==> src/rtl/alu_arbiter_pkg.sv <==
// Shared opcode encodings, FSM states and opcode legality helper for the
// ALU arbiter and the ALU it fronts.
package alu_arbiter_pkg;

  localparam logic [2:0] OP_ADD  = 3'd0;
  localparam logic [2:0] OP_SUB  = 3'd1;
  localparam logic [2:0] OP_XOR  = 3'd2;
  localparam logic [2:0] OP_SLT  = 3'd3;
  localparam logic [2:0] OP_CNE  = 3'd4;
  localparam logic [2:0] OP_LAST = OP_CNE;

  typedef enum logic [1:0] {
    ST_IDLE = 2'd0,
    ST_EXEC = 2'd1,
    ST_RESP = 2'd2
  } state_e;

  function automatic logic is_legal_op(input logic [2:0] cmd);
    return cmd <= OP_LAST;
  endfunction

endpackage

==> src/rtl/rr_arbiter2.sv <==
// Two-way round-robin arbiter; the pointer names the preferred requester and
// moves to the other one whenever a grant is accepted.
module rr_arbiter2 (
  input  logic clk,
  input  logic rst_n,
  input  logic req0,
  input  logic req1,
  input  logic accept,
  output logic grant0,
  output logic grant1,
  output logic grant_id
);

  logic ptr_q;

  // A lone requester always wins; the pointer only breaks ties.
  assign grant0   = req0 & (~req1 | ~ptr_q);
  assign grant1   = req1 & (~req0 |  ptr_q);
  assign grant_id = grant1;

  // NOTE: sequential state uses non-blocking assignment so every flop samples
  // pre-edge values regardless of the order blocks are evaluated in.
  always_ff @(posedge clk or negedge rst_n) begin
    if (!rst_n) begin
      ptr_q <= 1'b0;
    end else if (accept) begin
      ptr_q <= ~grant_id;
    end
  end

endmodule

==> src/rtl/alu_arbiter.sv <==
// Shares one combinational ALU between two requesters: round-robin grant,
// registered ALU operands, SETTLE-cycle wait, registered response.
module alu_arbiter
  import alu_arbiter_pkg::*;
#(
  parameter int WIDTH  = 32,
  parameter int SETTLE = 1
) (
  input  logic             clk,
  input  logic             rst_n,
  input  logic             req0_valid,
  output logic             req0_ready,
  input  logic [2:0]       req0_cmd,
  input  logic [WIDTH-1:0] req0_a,
  input  logic [WIDTH-1:0] req0_b,
  input  logic             req1_valid,
  output logic             req1_ready,
  input  logic [2:0]       req1_cmd,
  input  logic [WIDTH-1:0] req1_a,
  input  logic [WIDTH-1:0] req1_b,
  output logic             rsp_valid,
  input  logic             rsp_ready,
  output logic             rsp_id,
  output logic [WIDTH-1:0] rsp_result,
  output logic             rsp_carryout,
  output logic             rsp_zero,
  output logic             rsp_overflow,
  output logic             rsp_err,
  output logic [WIDTH-1:0] alu_a,
  output logic [WIDTH-1:0] alu_b,
  output logic [2:0]       alu_cmd,
  input  logic [WIDTH-1:0] alu_result,
  input  logic             alu_carryout,
  input  logic             alu_zero,
  input  logic             alu_overflow
);

  localparam logic [3:0] SETTLE_LAST = 4'(SETTLE - 1);

  state_e           state_q, state_d;
  logic [3:0]       cnt_q;
  logic             grant0, grant1, grant_id;
  logic             idle, accept, sel_legal, settle_done;
  logic [2:0]       sel_cmd;
  logic [WIDTH-1:0] sel_a, sel_b;

  assign idle   = (state_q == ST_IDLE);
  assign accept = idle & (req0_valid | req1_valid);

  rr_arbiter2 u_rr (
    .clk      (clk),
    .rst_n    (rst_n),
    .req0     (req0_valid),
    .req1     (req1_valid),
    .accept   (accept),
    .grant0   (grant0),
    .grant1   (grant1),
    .grant_id (grant_id)
  );

  assign req0_ready  = idle & grant0;
  assign req1_ready  = idle & grant1;
  assign sel_cmd     = grant_id ? req1_cmd : req0_cmd;
  assign sel_a       = grant_id ? req1_a   : req0_a;
  assign sel_b       = grant_id ? req1_b   : req0_b;
  assign sel_legal   = is_legal_op(sel_cmd);
  assign settle_done = (cnt_q == SETTLE_LAST);
  assign rsp_valid   = (state_q == ST_RESP);

  always_ff @(posedge clk or negedge rst_n) begin
    if (!rst_n) begin
      state_q <= ST_IDLE;
    end else begin
      state_q <= state_d;
    end
  end

  // NOTE: next state gets a default before the case so no path leaves it
  // unassigned, which would otherwise infer a latch.
  always_comb begin
    state_d = state_q;
    unique case (state_q)
      ST_IDLE: if (accept) state_d = sel_legal ? ST_EXEC : ST_RESP;
      ST_EXEC: if (settle_done) state_d = ST_RESP;
      ST_RESP: if (rsp_ready) state_d = ST_IDLE;
      default: state_d = ST_IDLE;
    endcase
  end

  // Operand and response registers; alu_* move only on a legal accept.
  always_ff @(posedge clk or negedge rst_n) begin
    if (!rst_n) begin
      cnt_q        <= '0;
      alu_a        <= '0;
      alu_b        <= '0;
      alu_cmd      <= '0;
      rsp_id       <= 1'b0;
      rsp_result   <= '0;
      rsp_carryout <= 1'b0;
      rsp_zero     <= 1'b0;
      rsp_overflow <= 1'b0;
      rsp_err      <= 1'b0;
    end else begin
      unique case (state_q)
        ST_IDLE: begin
          if (accept) begin
            rsp_id <= grant_id;
            cnt_q  <= '0;
            if (sel_legal) begin
              alu_a   <= sel_a;
              alu_b   <= sel_b;
              alu_cmd <= sel_cmd;
            end else begin
              rsp_err      <= 1'b1;
              rsp_result   <= '0;
              rsp_carryout <= 1'b0;
              rsp_zero     <= 1'b0;
              rsp_overflow <= 1'b0;
            end
          end
        end
        ST_EXEC: begin
          if (settle_done) begin
            rsp_result   <= alu_result;
            rsp_carryout <= alu_carryout;
            rsp_zero     <= alu_zero;
            rsp_overflow <= alu_overflow;
            rsp_err      <= 1'b0;
          end else begin
            cnt_q <= cnt_q + 4'd1;
          end
        end
        default: ;
      endcase
    end
  end

endmodule

==> config.mk <==
export PLATFORM = sky130hd
export DESIGN_NAME = alu_arbiter
export DESIGN_NICKNAME = d
export VERILOG_FILES = /design/src/rtl/alu_arbiter_pkg.sv /design/src/rtl/rr_arbiter2.sv /design/src/rtl/alu_arbiter.sv
export SDC_FILE = /design/constraint.sdc
export NUM_CORES = 1
export LEC_CHECK = 0
export ABC_CLOCK_PERIOD_IN_PS = 2800
export CORE_MARGIN = 5
export CORE_UTILIZATION = 38
export DETAILED_ROUTE_END_ITERATION = 8
export GPL_TIMING_DRIVEN = 0
export HOLD_SLACK_MARGIN = 0.02
export PLACE_DENSITY = 0.78
export SLEW_MARGIN = 5
export SYNTH_ARGS = -nofsm -noshare
export SYNTH_HDL_FRONTEND = slang
export SYNTH_HIERARCHICAL = 1
export SYNTH_SLANG_ARGS = --single-unit
==> constraint.sdc <==
create_clock -name clk -period 2.8 [get_ports clk]
set_clock_uncertainty 0.15 [all_clocks]
set_input_delay 0.42 -clock clk [delete_from_list [all_inputs] [get_ports clk]]
set_output_delay 0.42 -clock clk [all_outputs]
set_load 0.1 [all_outputs]
== Yosys cells after proc, flatten, opt, wreduce, memory -nomap -nowiden ==
Index checks and enable logic that the tools add are counted.
Operators by class
  reduce and logical (&&, ||, !) cells: 8
  eq/ne operators: 7
  order comparisons: 1
  bitwise operators: 12
  $add $sub $neg: 1
  multiplexer cells: 27
Operator list (count)
  $mux W32: 5
  $pmux W32 S2: 1
  $reduce_and A3 Y1: 3
  $mux W1: 8
  $mux W2: 4
  $mux W4: 2
  $pmux W1 S2: 4
  $pmux W4 S2: 1
  $ne A2 B2 Y1 const B: 3
  $pmux W2 S3: 1
  $and A1 B1 Y1: 5
  $add A4 B1 Y4 const B: 1
  $logic_not A4 Y1: 1
  $ne A2 B1 Y1 const B: 2
  $not A1 Y1: 4
  $reduce_and A4 Y1: 1
  $le A3 B3 Y1 const B: 1
  $mux W3: 1
  $or A1 B1 Y1: 3
  $eq A2 B1 Y1 const B: 1
  $eq A2 B2 Y1 const B: 1
  $logic_not A2 Y1: 1
  $reduce_and A2 Y1: 1
  $reduce_bool A2 Y1: 1
Storage, ports and cells
  output and inout port bits: 107
  register bits: 111

== Longest topological paths before layout ==
  depth in word-level cells: 8
  depth in mapped cells: 10

== By module ==
The synthesis kept the hierarchy.
Modules (own cells, without submodules)
  alu_arbiter: area an instance 4707.0 sq um, cells an instance 416, sequential area each 2752.6 sq um, instances 1
  rr_arbiter2: area an instance 63.8 sq um, cells an instance 7, sequential area each 25.0 sq um, instances 1

== Least setup slack after synthesis ==
OpenSTA, ideal clock, no wires.
  path type: reg-to-reg
  from: register u_rr.ptr_q
  to: register alu_a[0]
  buffers on the path: 4
  period minus slack after synthesis: 2.315 ns
  arrival: 2.032 ns
  path slack: 0.485 ns
  required time: 2.517 ns
  stages on the path, launching flop included: 10
  setup time: 0.133 ns
  path through: dfrtp_1 nand2b_1 and2_2 buf_4 buf_2 nand2b_1 o2111ai_1 clkbuf_1 clkbuf_1 o21ai_0
Between the ends
  word-level cells in the longest chain between the ends: 5
Ends and longest elaborated chain
  start: declaration: RTL line rr_arbiter2.sv:14  | logic ptr_q;
  start signal: assignment: RTL line rr_arbiter2.sv:27  | ptr_q <= ~grant_id;
  $or A1 B1 Y1 (*): RTL line rr_arbiter2.sv:18  | assign grant1 = req1 & (~req0 | ptr_q);
  $and A1 B1 Y1 (*): RTL line rr_arbiter2.sv:18
  net grant1: RTL line alu_arbiter.sv:42  | logic grant0, grant1, grant_id;
  $mux W3: RTL line alu_arbiter.sv:63  | assign sel_cmd = grant_id ? req1_cmd : req0_cmd;
  $le A3 B3 Y1: RTL line alu_arbiter_pkg.sv:19  | return cmd <= OP_LAST;
  $reduce_and A3 Y1 (no source line)
  end signal: assignment: RTL line alu_arbiter.sv:110  | alu_a <= sel_a;
  end: declaration: RTL line alu_arbiter.sv:29  | output logic [WIDTH-1:0] alu_a,
Mark *: on every way through the listed nets, which the timed path passes. The rest lies on a longest branch.
A chain may end at the register's enable or synchronous reset.

== Worst setup path after layout ==
  from: register state_q[0]
  to: output port rsp_valid
Between the ends
  word-level cells in the longest chain between the ends: 1
Ends and longest elaborated chain
  start: declaration: RTL line alu_arbiter.sv:40  | state_e state_q, state_d;
  start signal: assignment: RTL line alu_arbiter.sv:74  | state_q <= state_d;
  $eq A2 B2 Y1: RTL line alu_arbiter.sv:68  | assign rsp_valid = (state_q == ST_RESP);
  end: declaration: RTL line alu_arbiter.sv:21  | output logic rsp_valid,
Every way passes these cells.

==> results.ini <==
[run_status]
outcome=completed

[global_route]
grt_pass1_vias=4644
grt_usage=0.204
gr-total-overflow=0
grt_pass1_wl_um=23700
grt_antenna_before_repair=0
grt_max_degree=63

[worst_setup_path]
cp_max_fo=4
cp_data_arrival_time_ps=2150
critPathLaunch=state_q[0]
critPathKind=reg -> out
worst_setup_path_end_kind=output port
worstReg2RegStart=u_rr/ptr_q
rr_worst_depth=9
reg2reg_to=rsp_result[13]
crit_path_start_kind=flip-flop
r2r_slack_ps=250
worstPathRequired_ps=2230

[clock_network]
clock_sinks=111
worstSkewPairLatency_ps=340
clockRootBuffer=clkbuf_16
numCtsBuffers=9
cts_buffer_depth=2
cts_tree=done
clk_pin_slew_ps=70
htreeDepth=3

[floorplan]
die-area_mm2=0.0149
die_w_um=122
core_mm2=0.0125
ios=281
initial_core_util=0.383
num_rows=41
fp.dieH_um=122

[min_path]
min_to=alu_b[8]
min_from=alu_b[8]
hold_path.class=reg -> reg
min_path_cells=2

[synth]
synth_xor_area_frac=0
ys_types=29
synth_top_family_by_area=compound AO/OA/AOI/OAI gates
synth_nets=599
synth_warnings=6
ys_ff_latch=111
avgSynthCellArea_um2=11.3
yosysTopAreaCellShare=0.582
synth_compound_area_frac=0.156
ys.flop_type=dfrtp_1
synth_most_common_cell=dfrtp_1
yosys.area_share.simple=0.0818
netlist_area_mm2=0.00477
yosys.area.top_type=dfrtp_1
muxShareOfSynthArea=0.145
synth-edff-count=0
syn_inst=423
synth_area_leaders=dfrtp_1, mux2i_1, o21ai_0
synthAdderAreaFrac=0.00525
async_reset_ff_frac=1.00
netlist_top_cells_count=dfrtp_1, nand2_1, o21ai_0
ys_seq_area_frac=0.582

[timing]
hold_slack_ps=330
finalSetupTns_ps=0
setup_violations=0
slew_viol_final=0
worst_pin_slew_ps=1060
min_period_over_period=0.972
timing.fmax_mhz=368
post-route-min-period_ps=2720
relSlewSlack=0.292
finalWorstSetupSlack_ps=79.6
hold_viol=0
rsz0062_at_grt=no

[drt]
dr.pass1.iters=4
drt_iter0_markers=216
post-route-drc-count=0
num_vias=4397
ant_nets=0
routed_wl_um=15500
vias_per_cell=4.92
routedWlPerCell_um=17.3

[layout]
instances_no_fill=893
diodes=0
drive_gt1_frac=0.0513
area_growth_pct=70.7
nNetsFinal=892

[placed_design]
portBuffers=280
place_ws_ps=-738
gp_congestion=0.792
hpwl_um=12600
place_inst=876

[flow_run]
maxCapViolCount=0

metrics by stage:
| stage | area (um2) | util |
|---|---|---|
| floorplan | 4770 | - |
| global placement | 7790 | 0.625 |
| detailed placement | 7820 | 0.627 |
| CTS | 8120 | 0.652 |
| global route | 8140 | 0.653 |
| finish | 8140 | 0.653 |
cells by family (layout without fill, tap and decap cells):
kind of cell | after synthesis | count (layout)
flops | 111 | 111
compound gates | 116 | 116
fa+ha+maj | 2 | 2
buf+inv | 33 | 331
simple gates | 92 | 92
mux | 69 | 69
layer usage:
layer	track usage	share of wire
met1	0.228	0.38
met2	0.369	0.52
met3	0.0627	0.083
met4	0.0700	0.017
met5	0	0
critical path: stages, from the launching register on:
cell and delay, ps:
dfrtp_1 440, nand2b_1 180, inv_1 60, clkdlybuf4s50_1 1140
flip-flops by register name, summed over array words and instances, names as in the netlist:
signal        flops
rsp_zero          1
alu_a            32
rsp_id            1
alu_b            32
alu_cmd           3
rsp_err           1
cnt_q             4
rsp_result       32
u_rr/ptr_q        1
rsp_overflow      1
state_q           2
rsp_carryout      1
cell type report:
type                            count  area (um2)
Timing Repair Buffer              282        2840
Buffer                             29         133
Sequential cell                   111        2780
Inverter                            4        15.0
Tap cell                          172         215
Multi-Input combinational cell    279        1870
Clock buffer                       12         246
Clock inverter                      4        45.0
Fill cell                        1001        4320
what timing repair did:
item                                    CTS  global route
gates resized for setup                   4             8
endpoints found under the setup margin   68            91
endpoints found under the hold margin    49             0
hold buffers                              1             0
setup buffers                             0             0
cell usage in the layout, fill, tap and decap left out, types with 2 or more instances in the layout:
cell type,count
a21oi_1,4
a22o_1,35
inv_1,3
and2_1,2
buf_2,12
buf_1,2
clkbuf_16,9
mux2i_1,68
o21ai_0,68
nand2b_1,4
clkdlybuf4s15_1,2
clkbuf_1,14
a31oi_1,2
nand2_1,75
clkdlybuf4s50_1,277
clkinv_2,3
ha_1,2
nor2_1,6
dfrtp_1,111
worst max-delay path by stage:
| stage | endpoint | cells after the start |
|---|---|---|
| floorplan | alu_a[0] | 9 |
| global placement | alu_b[12] | 1 |
| detailed placement | alu_b[28] | 10 |
| CTS | alu_b[28] | 10 |
| global route | alu_a[5] | 9 |
| finish | rsp_valid | 3 |
Power is not shown: default switching activity piles up to over one toggle a cycle in this logic, so the estimate is an artifact.
